==> src/rtl/pressure_alarm_pkg.sv <==
// pressure_alarm_pkg
// Shared types and constants for the pressure alarm controller:
//   - alarmState_e : FSM state enum (NORMAL=0, SUSPECT=1, ALARM=2, RECOVER=3)
//   - CNT_W/CNT_MAX: run/clear counter width and saturation value
//   - DEF_*        : default parameter values of the controller
//   - satInc       : saturating increment for the 4-bit counters
package pressure_alarm_pkg;

  localparam int unsigned CNT_W             = 4;
  localparam int unsigned CNT_MAX           = 15;
  localparam int unsigned PRESSURE_W        = 6;
  localparam int unsigned STATE_W           = 2;
  localparam int unsigned DEF_CONFIRM_COUNT = 4;
  localparam int unsigned DEF_CLEAR_COUNT   = 8;
  localparam int unsigned DEF_EVT_W         = 8;

  typedef enum logic [STATE_W-1:0] {
    ST_NORMAL  = 2'd0,
    ST_SUSPECT = 2'd1,
    ST_ALARM   = 2'd2,
    ST_RECOVER = 2'd3
  } alarmState_e;

  // Increment that holds at CNT_MAX instead of wrapping.
  function automatic logic [CNT_W-1:0] satInc(input logic [CNT_W-1:0] value);
    return (value == CNT_W'(CNT_MAX)) ? value : value + CNT_W'(1);
  endfunction

endpackage

==> src/rtl/pressure_run_counter.sv <==
// pressure_run_counter
// Saturating 4-bit consecutive-sample counter.
// Ports:
//   clk, rst_n  : clock, async active-low reset
//   inc         : count one more sample this cycle
//   clr         : restart the run at 0 (wins over inc)
//   reached_c   : combinational; this cycle's increment brings the count to THRESHOLD
module pressure_run_counter
  import pressure_alarm_pkg::*;
#(
  parameter int unsigned THRESHOLD = 1
) (
  input  logic clk,
  input  logic rst_n,
  input  logic inc,
  input  logic clr,
  output logic reached_c
);

  logic [CNT_W-1:0] count;

  // Run length register.
  always_ff @(posedge clk or negedge rst_n) begin
    if (!rst_n) begin
      count <= '0;
    end else if (clr) begin
      count <= '0;
    end else if (inc) begin
      count <= satInc(count);
    end
  end

  // Lets the owner act on the same edge the threshold is met.
  assign reached_c = inc && (satInc(count) >= CNT_W'(THRESHOLD));

endmodule

==> src/rtl/pressure_alarm_controller.sv <==
// pressure_alarm_controller
// Debounces an upstream pressure abnormality flag into a latched alarm with
// operator acknowledge, episode counting and optional peak tracking.
// Optional feature: define PRESSURE_PEAK_TRACK_EN to track peak pressure;
// otherwise peak_pressure is tied to 0.
// Ports:
//   clk, rst_n          : clock, async active-low reset
//   sample_valid        : strobe qualifying pressure_abnormal/pressure_data
//   pressure_abnormal   : abnormality flag from the detector
//   pressure_data       : raw pressure sample
//   alarm_ack           : operator acknowledge level
//   alarm               : latched alarm (registered)
//   buzzer              : alarm and not yet acknowledged (registered)
//   alarm_state         : FSM state encoding (registered)
//   event_count         : saturating count of alarms raised (registered)
//   peak_pressure       : peak sample of the current/last abnormal episode
module pressure_alarm_controller
  import pressure_alarm_pkg::*;
#(
  parameter int unsigned CONFIRM_COUNT = DEF_CONFIRM_COUNT,
  parameter int unsigned CLEAR_COUNT   = DEF_CLEAR_COUNT,
  parameter int unsigned EVT_W         = DEF_EVT_W
) (
  input  logic                  clk,
  input  logic                  rst_n,
  input  logic                  sample_valid,
  input  logic                  pressure_abnormal,
  input  logic [PRESSURE_W-1:0] pressure_data,
  input  logic                  alarm_ack,
  output logic                  alarm,
  output logic                  buzzer,
  output logic [STATE_W-1:0]    alarm_state,
  output logic [EVT_W-1:0]      event_count,
  output logic [PRESSURE_W-1:0] peak_pressure
);

  alarmState_e      state;
  alarmState_e      stateNext;
  logic             alarmQ;
  logic             alarmNext;
  logic             ackQ;
  logic             ackNext;
  logic             buzzerQ;
  logic             buzzerNext;
  logic [EVT_W-1:0] evtQ;
  logic [EVT_W-1:0] evtNext;

  logic validAbn;
  logic validNorm;
  logic runInc;
  logic runClr;
  logic runHit;
  logic clrInc;
  logic clrClr;
  logic clrHit;

  assign validAbn  = sample_valid && pressure_abnormal;
  assign validNorm = sample_valid && !pressure_abnormal;

  // Abnormal run: only counts while not alarmed; in NORMAL it always sits at 0,
  // so the first abnormal sample yields a run of 1.
  assign runInc = validAbn && ((state == ST_NORMAL) || (state == ST_SUSPECT));
  assign runClr = ((state == ST_SUSPECT) && validNorm) || runHit;

  pressure_run_counter #(
    .THRESHOLD(CONFIRM_COUNT)
  ) uRunCounter (
    .clk      (clk),
    .rst_n    (rst_n),
    .inc      (runInc),
    .clr      (runClr),
    .reached_c(runHit)
  );

  // Normal run while alarmed; held at 0 outside ALARM so re-entry starts fresh.
  assign clrInc = (state == ST_ALARM) && validNorm;
  assign clrClr = (state != ST_ALARM) || validAbn;

  pressure_run_counter #(
    .THRESHOLD(CLEAR_COUNT)
  ) uClearCounter (
    .clk      (clk),
    .rst_n    (rst_n),
    .inc      (clrInc),
    .clr      (clrClr),
    .reached_c(clrHit)
  );

  // Next-state and next-output logic.
  always_comb begin
    stateNext = state;
    alarmNext = alarmQ;
    ackNext   = ackQ;
    evtNext   = evtQ;

    unique case (state)
      ST_NORMAL, ST_SUSPECT: begin
        if (runHit) begin
          stateNext = ST_ALARM;
          alarmNext = 1'b1;
          ackNext   = 1'b0;
          evtNext   = (evtQ == {EVT_W{1'b1}}) ? evtQ : evtQ + EVT_W'(1);
        end else if (validAbn) begin
          stateNext = ST_SUSPECT;
        end else if (validNorm) begin
          stateNext = ST_NORMAL;
        end
      end
      ST_ALARM: begin
        if (alarm_ack) begin
          ackNext = 1'b1;
        end
        if (clrHit) begin
          stateNext = ST_RECOVER;
        end
      end
      ST_RECOVER: begin
        if (alarm_ack) begin
          ackNext = 1'b1;
        end
        // A relapse takes priority over releasing the alarm.
        if (validAbn) begin
          stateNext = ST_ALARM;
        end else if (ackQ || alarm_ack) begin
          stateNext = ST_NORMAL;
          alarmNext = 1'b0;
          ackNext   = 1'b0;
        end
      end
      default: begin
        stateNext = ST_NORMAL;
      end
    endcase

    buzzerNext = alarmNext && !ackNext;
  end

  // State and registered outputs.
  always_ff @(posedge clk or negedge rst_n) begin
    if (!rst_n) begin
      state   <= ST_NORMAL;
      alarmQ  <= 1'b0;
      ackQ    <= 1'b0;
      buzzerQ <= 1'b0;
      evtQ    <= '0;
    end else begin
      state   <= stateNext;
      alarmQ  <= alarmNext;
      ackQ    <= ackNext;
      buzzerQ <= buzzerNext;
      evtQ    <= evtNext;
    end
  end

`ifdef PRESSURE_PEAK_TRACK_EN
  logic [PRESSURE_W-1:0] peakQ;

  // Peak of the episode; the first abnormal sample out of NORMAL restarts it.
  always_ff @(posedge clk or negedge rst_n) begin
    if (!rst_n) begin
      peakQ <= '0;
    end else if (validAbn) begin
      if (state == ST_NORMAL) begin
        peakQ <= pressure_data;
      end else if (pressure_data > peakQ) begin
        peakQ <= pressure_data;
      end
    end
  end

  assign peak_pressure = peakQ;
`else
  logic unusedPressure;

  assign unusedPressure = ^pressure_data;
  assign peak_pressure  = '0;
`endif

  assign alarm       = alarmQ;
  assign buzzer      = buzzerQ;
  assign alarm_state = state;
  assign event_count = evtQ;

endmodule

==> config.mk <==
export PLATFORM = sky130hd
export DESIGN_NAME = pressure_alarm_controller
export DESIGN_NICKNAME = d
export VERILOG_FILES = /design/src/rtl/pressure_alarm_pkg.sv /design/src/rtl/pressure_run_counter.sv /design/src/rtl/pressure_alarm_controller.sv
export SDC_FILE = /design/constraint.sdc
export NUM_CORES = 1
export LEC_CHECK = 0
export ABC_AREA = 1
export BUFFER_PORTS_ARGS = -buffer_cell sky130_fd_sc_hd__buf_2
export CORE_AREA = 2 2 59 61
export DETAILED_ROUTE_END_ITERATION = 7
export DIE_AREA = 0 0 61 63
export MAX_ROUTING_LAYER = met4
export SYNTH_ARGS = -nofsm -noshare
export SYNTH_HDL_FRONTEND = slang
export SYNTH_SLANG_ARGS = --single-unit
==> constraint.sdc <==
create_clock -name clk -period 2.9 [get_ports clk]
set_input_delay 0.58 -clock clk [delete_from_list [all_inputs] [get_ports clk]]
set_output_delay 0.58 -clock clk [all_outputs]
set_load 0.005 [all_outputs]
After elaboration in Yosys (flattened, before gate mapping)
Index checks and enable logic that the tools add are counted.
- bits in registers: 21
- bits in latches: 0
- memory bits (writable): 0
- memory bits (read-only): 0
- input port bits: 11
- output and inout bits: 18
- word-level logic and storage cells: 65
- memories: 0
- add/subtract/negate cells: 3
- $mul: 0
- divide/modulo/power cells: 0
- $lt $le $gt $ge: 2
- equal/unequal tests: 10
- shift-type cells: 0
- muxes and demuxes: 22
- bitwise operators: 1
- reduce and logical (&&, ||, !) cells: 20
- operator list (kind ; count):
    2-to-1 mux 4 bit ; 6
    2-to-1 mux 2 bit ; 6
    adder 4 x 1 -> 4 bit, second input constant ; 2
    adder 8 x 1 -> 8 bit, second input constant ; 1
    == test 4 bit, second input constant ; 2
    == test 8 bit, second input constant ; 1
    logical AND 1 bit ; 8
    2-to-1 mux 1 bit ; 7
    one-hot mux 2 bit (3 select lines) ; 1
    AND reduction 3 bit ; 2
    == test 2 bit, second input constant ; 2
    greater-or-equal comparator 4 x 3 -> 1 bit, second input constant ; 1
    greater-or-equal comparator 4 bit, second input constant ; 1
    logical OR 1 bit ; 4
    inequality test 2 bit, second input constant ; 2
    inequality test 4 bit, second input constant ; 1
    nonzero test 2 bit ; 2
    inequality test 3 bit, second input constant ; 1
    one-hot mux 1 bit (3 select lines) ; 1
    == test 2 x 1 -> 1 bit, second input constant ; 1
    logical NOT 1 bit ; 2
    logical NOT 2 bit ; 1
    one-hot mux 1 bit (2 select lines) ; 1
    OR reduction 2 bit ; 1
    NOT 1 bit ; 1

Logic depth before layout (Yosys ltp)
- word-level depth: 8
- gate-level depth with buffers: 8
- mapped depth without buffers: 8

Hierarchy
A second synthesis with hierarchy kept.
- cell total of the unflattened synthesis: 178
- area total of the unflattened synthesis: 1280.0 um2
- by module, submodules not included (module ; times used ; cells each ; area an instance (um2) ; seq. area each (um2)):
    pressure_alarm_controller ; 1 ; 113 ; 803.3 ; 325.3
    pressure_run_counter (uRunCounter) ; 1 ; 36 ; 245.2 ; 100.1
    pressure_run_counter (uClearCounter) ; 1 ; 29 ; 231.5 ; 100.1

Least setup slack after synthesis
No wires, ideal clock.
- path type: reg2reg
- from: register uRunCounter.count[0]
- to: register buzzerQ, in the netlist buzzer
- library setup time: 0.125 ns
- arrival time: 1.347 ns
- required time: 2.775 ns
- setup slack: 1.428 ns
- cell stages (with the launch flop): 9
- path buffers: 0
- period minus slack after synthesis: 1.472 ns
- path through: dfrtp_1 -> ha_1 -> or2_2 -> nand2_1 -> nand2_1 -> nand2_1 -> nand2_1 -> o21ai_0 -> nor2_1
- longest elaborated chain between the ends: 8
- elaborated cells on any way between the ends: 11
- those cells by class: 1 x add/sub; 1 x order compare; 1 x eq/ne; 5 x mux; 3 x reduce/logical
- RTL lines (what ; line ; RTL):
    start: declaration ; pressure_run_counter.sv:20 ; logic [CNT_W-1:0] count;
    start signal: assignment ; pressure_run_counter.sv:29 ; count <= satInc(count);
    adder 4 x 1 -> 4 bit or == test 4 bit (tied branches) ; pressure_alarm_pkg.sv:26 ; return (value == CNT_W'(CNT_MAX)) ? value : value + CNT_W'(1);
    2-to-1 mux 4 bit * ; pressure_alarm_pkg.sv:26 ;
    greater-or-equal comparator 4 x 3 -> 1 bit * ; pressure_run_counter.sv:34 ; assign reached_c = inc && (satInc(count) >= CNT_W'(THRESHOLD));
    logical AND 1 bit * ; pressure_run_counter.sv:34 ;
    2-to-1 mux 1 bit ; pressure_alarm_controller.sv:98 ; if (runHit) begin
    one-hot mux 1 bit (3 select lines) ; pressure_alarm_controller.sv:96 ; unique case (state)
    logical NOT 1 bit ; pressure_alarm_controller.sv:135 ; buzzerNext = alarmNext && !ackNext;
    logical AND 1 bit * ; pressure_alarm_controller.sv:135 ;
    via buzzerNext ; pressure_alarm_controller.sv:44 ; logic buzzerNext;
    end signal: assignment ; pressure_alarm_controller.sv:150 ; buzzerQ <= buzzerNext;
    end: declaration ; pressure_alarm_controller.sv:43 ; logic buzzerQ;
Mark *: on every way through the listed nets, which the timed path passes. The rest lies on a longest branch.
A chain may end at the register's enable or synchronous reset.

Final worst setup path
Ends and elaborated chain as after synthesis.

==> out/metrics.yaml <==
first_iter_violations: 34
p_per_area_mw_per_mm2: 711
yosysWarningCount: 0
area_growth_pct: 10.4
fp.dieH_um: 63
end_kind: "flop"
synth_flop_cell: "dfrtp_1"
rsz0062_at_grt: "false"
dp_slack_ns: 1.20
async_flop_share: 1.00
clockBufferDepth: 2
grt_pass1_wl_um: 3930
final_cell_mix: "nand2_1 (43), dfrtp_1 (21), nand3_1 (19), buf_2 (16), inv_1 (14)"
reg2reg_depth: 8
hold_viol_final: 0
syn_area_sq_mm: 0.00122
cts_tree: "built"
numCtsBuffers: 3
groute.usage.overall: 0.136
antenna_found_initial: 0
fin_skew_ns: 0.00307
max_cap_viol_count: 0
crit_path_start_kind: "flop"
min_path_type: "in2async"
setup_violations: 0
post_drt_wl_per_cell_um: 10.2
crit_type: "reg2reg"
port-buffer-count: 16
grt_max_degree: 22
ctsResizeCount: 0
coreArea_sq_mm: 0.00323
mostFrequentLayoutCell: "nand2_1"
antenna_left: 0
nets: 185
start_util: 0.377
finalWirelength_um: 2200
drc: 0
p_leak_nw: 0.701
grt_pass1_vias: 894
die_area_sq_mm: 0.00384
synth_area_leaders: "dfrtp_1 (43%), nand2_1 (13%), nand3_1 (7.8%), inv_1 (4.3%), xnor2_1 (4.3%)"
globalplace.congestion: 0.813
yosysTopAreaCellShare: 0.431
crit_top_cell: "nand2_1"
final-seq-area_sq_um: 526
vias: 1007
crit_path_max_fanout: 4
finalMaxSlewViolations: 0
critPathMaxStageDelay_ns: 0.42
status: "finished clean"
setup_slack_ns: 1.30
yosysTopAreaCell: "dfrtp_1"
multi_input_area_sq_um: 599
fmax_mhz: 624
stdcell_area_sq_mm: 0.00135
globalRouteOverflowTotal: 0
avgSynthCellArea_sq_um: 8.02
post_cts_buffers: 0
die_w_um: 61
period_share: 0.552
synthCells: 152
ys_seq_elements: 21
post_dp_cell_area_sq_mm: 0.00132
final.min_clock_period_ns: 1.60
crit_chain: "ha_1 > or2_2 > nand2_1 > nand2_1 > nand2_1 > nand2_1 > o21ai_0 > nor2_1"
yosysSeqAreaShare: 0.431
firstDrtPassIters: 4
fillers: 334
synth-edff-count: 0
fin_setup_tns_ns: 0
htreeDepth: 1
cts.clk_slew.worst_paths_ns: 0.12
peakVddDrop_uv: 242
io_pins: 29
hpwlAfterDp_um: 1680
drive_above_1_share: 0.176
hold_buffers: 0
rows: 21
ys_types: 26
clockRootBuffer: "clkbuf_4"
clkLatencyLatePin_ns: 0.31
vias_per_cell: 4.66
numClockSinks: 21
slowest_stage: "dfrtp_1"
insertedDiodeCount: 0
required_ns: 3.11
critPathArrivalTime_ns: 1.81
-- path summary, 6_finish.rpt --
| path | startpoint | endpoint | slack [ns] |
|---|---|---|---|
| min in group clk | uRunCounter.count[2] | uRunCounter.count[2] | 0.54 |
| worst max register to register | uRunCounter.count[0] | buzzer | 1.30 |
| worst max-delay path | uRunCounter.count[0] | buzzer | 1.30 |
| worst min-delay path | rst_n | event_count[1] | 0.20 |
| worst min register to register | uRunCounter.count[2] | uRunCounter.count[2] | 0.54 |
| max in group asynchronous | rst_n | uClearCounter.count[1] | 2.38 |
-- per-layer routing --
layer / track usage / vias to the layer above / wire, um
met3: 0.0186 / 5 / 74
met4: 0.0652 / 0 / 48
met5: - / - / 0
met2: 0.199 / 19 / 1050
met1: 0.183 / 470 / 1030
li1: - / 513 / -
-- report_power, final --
part	switching, mW	total [mW]	internal (mW)
sequential	0.0833	0.452	0.368
combinational	0.207	0.356	0.149
clock	0.0958	0.150	0.0538
-- sequential cells by signal, summed over array words and instances, names as in the netlist --
| signal | count |
|---|---|
| alarm_state | 2 |
| ackQ | 1 |
| uRunCounter.count | 4 |
| uClearCounter.count | 4 |
| buzzer | 1 |
| event_count | 8 |
| alarm | 1 |
-- critical path, delay by kind of cell (launching register included) --
family / cells / cell delay, ns
simple gates: 6 / 0.75
flops: 1 / 0.42
compound gates: 1 / 0.10
fa+ha+maj: 1 / 0.23
-- area by class of cell --
cell class	instances	share of cell area
sequential	21	0.391
inverter	15	0.0419
timing repair buffer	16	0.0595
clock buffer	4	0.0195
multi-input combinational	114	0.446
tap	46	0.0428
-- per-stage QoR --
stage,total power [mW],hold slack (ns),std cells,utilization
4_1_cts,0.972,0.218,216,0.416
3_5_place_dp,0.819,0.525,212,0.408
5_1_grt,1.05,0.225,216,0.416
2_1_floorplan,0.715,0.284,157,-
6_report,0.957,0.202,216,0.416
3_3_place_gp,0.803,0.517,212,0.408
-- cells in the mapped netlist, drive strengths merged, types with 2 or more instances --
cell / number
inv: 15
o21ai: 8
nand3: 20
nor3: 2
xor2: 2
nor2: 13
buf: 7
nand2: 45
ha: 3
a21oi: 2
dfrtp: 21
nand4: 3
xnor2: 6
-- cell families after synthesis --
| group | after synthesis | share of synthesized area |
|---|---|---|
| buffers and inverters | 22 | 0.0924 |
| flip-flops | 21 | 0.431 |
| AO/OA/AOI/OAI | 13 | 0.0791 |
| adder cells (fa/ha/maj) | 3 | 0.0308 |
| other | 1 | 0.00308 |
| XOR/XNOR | 8 | 0.0575 |
| AND/OR/NAND/NOR | 84 | 0.306 |
Power figures use the tool's default switching activity.
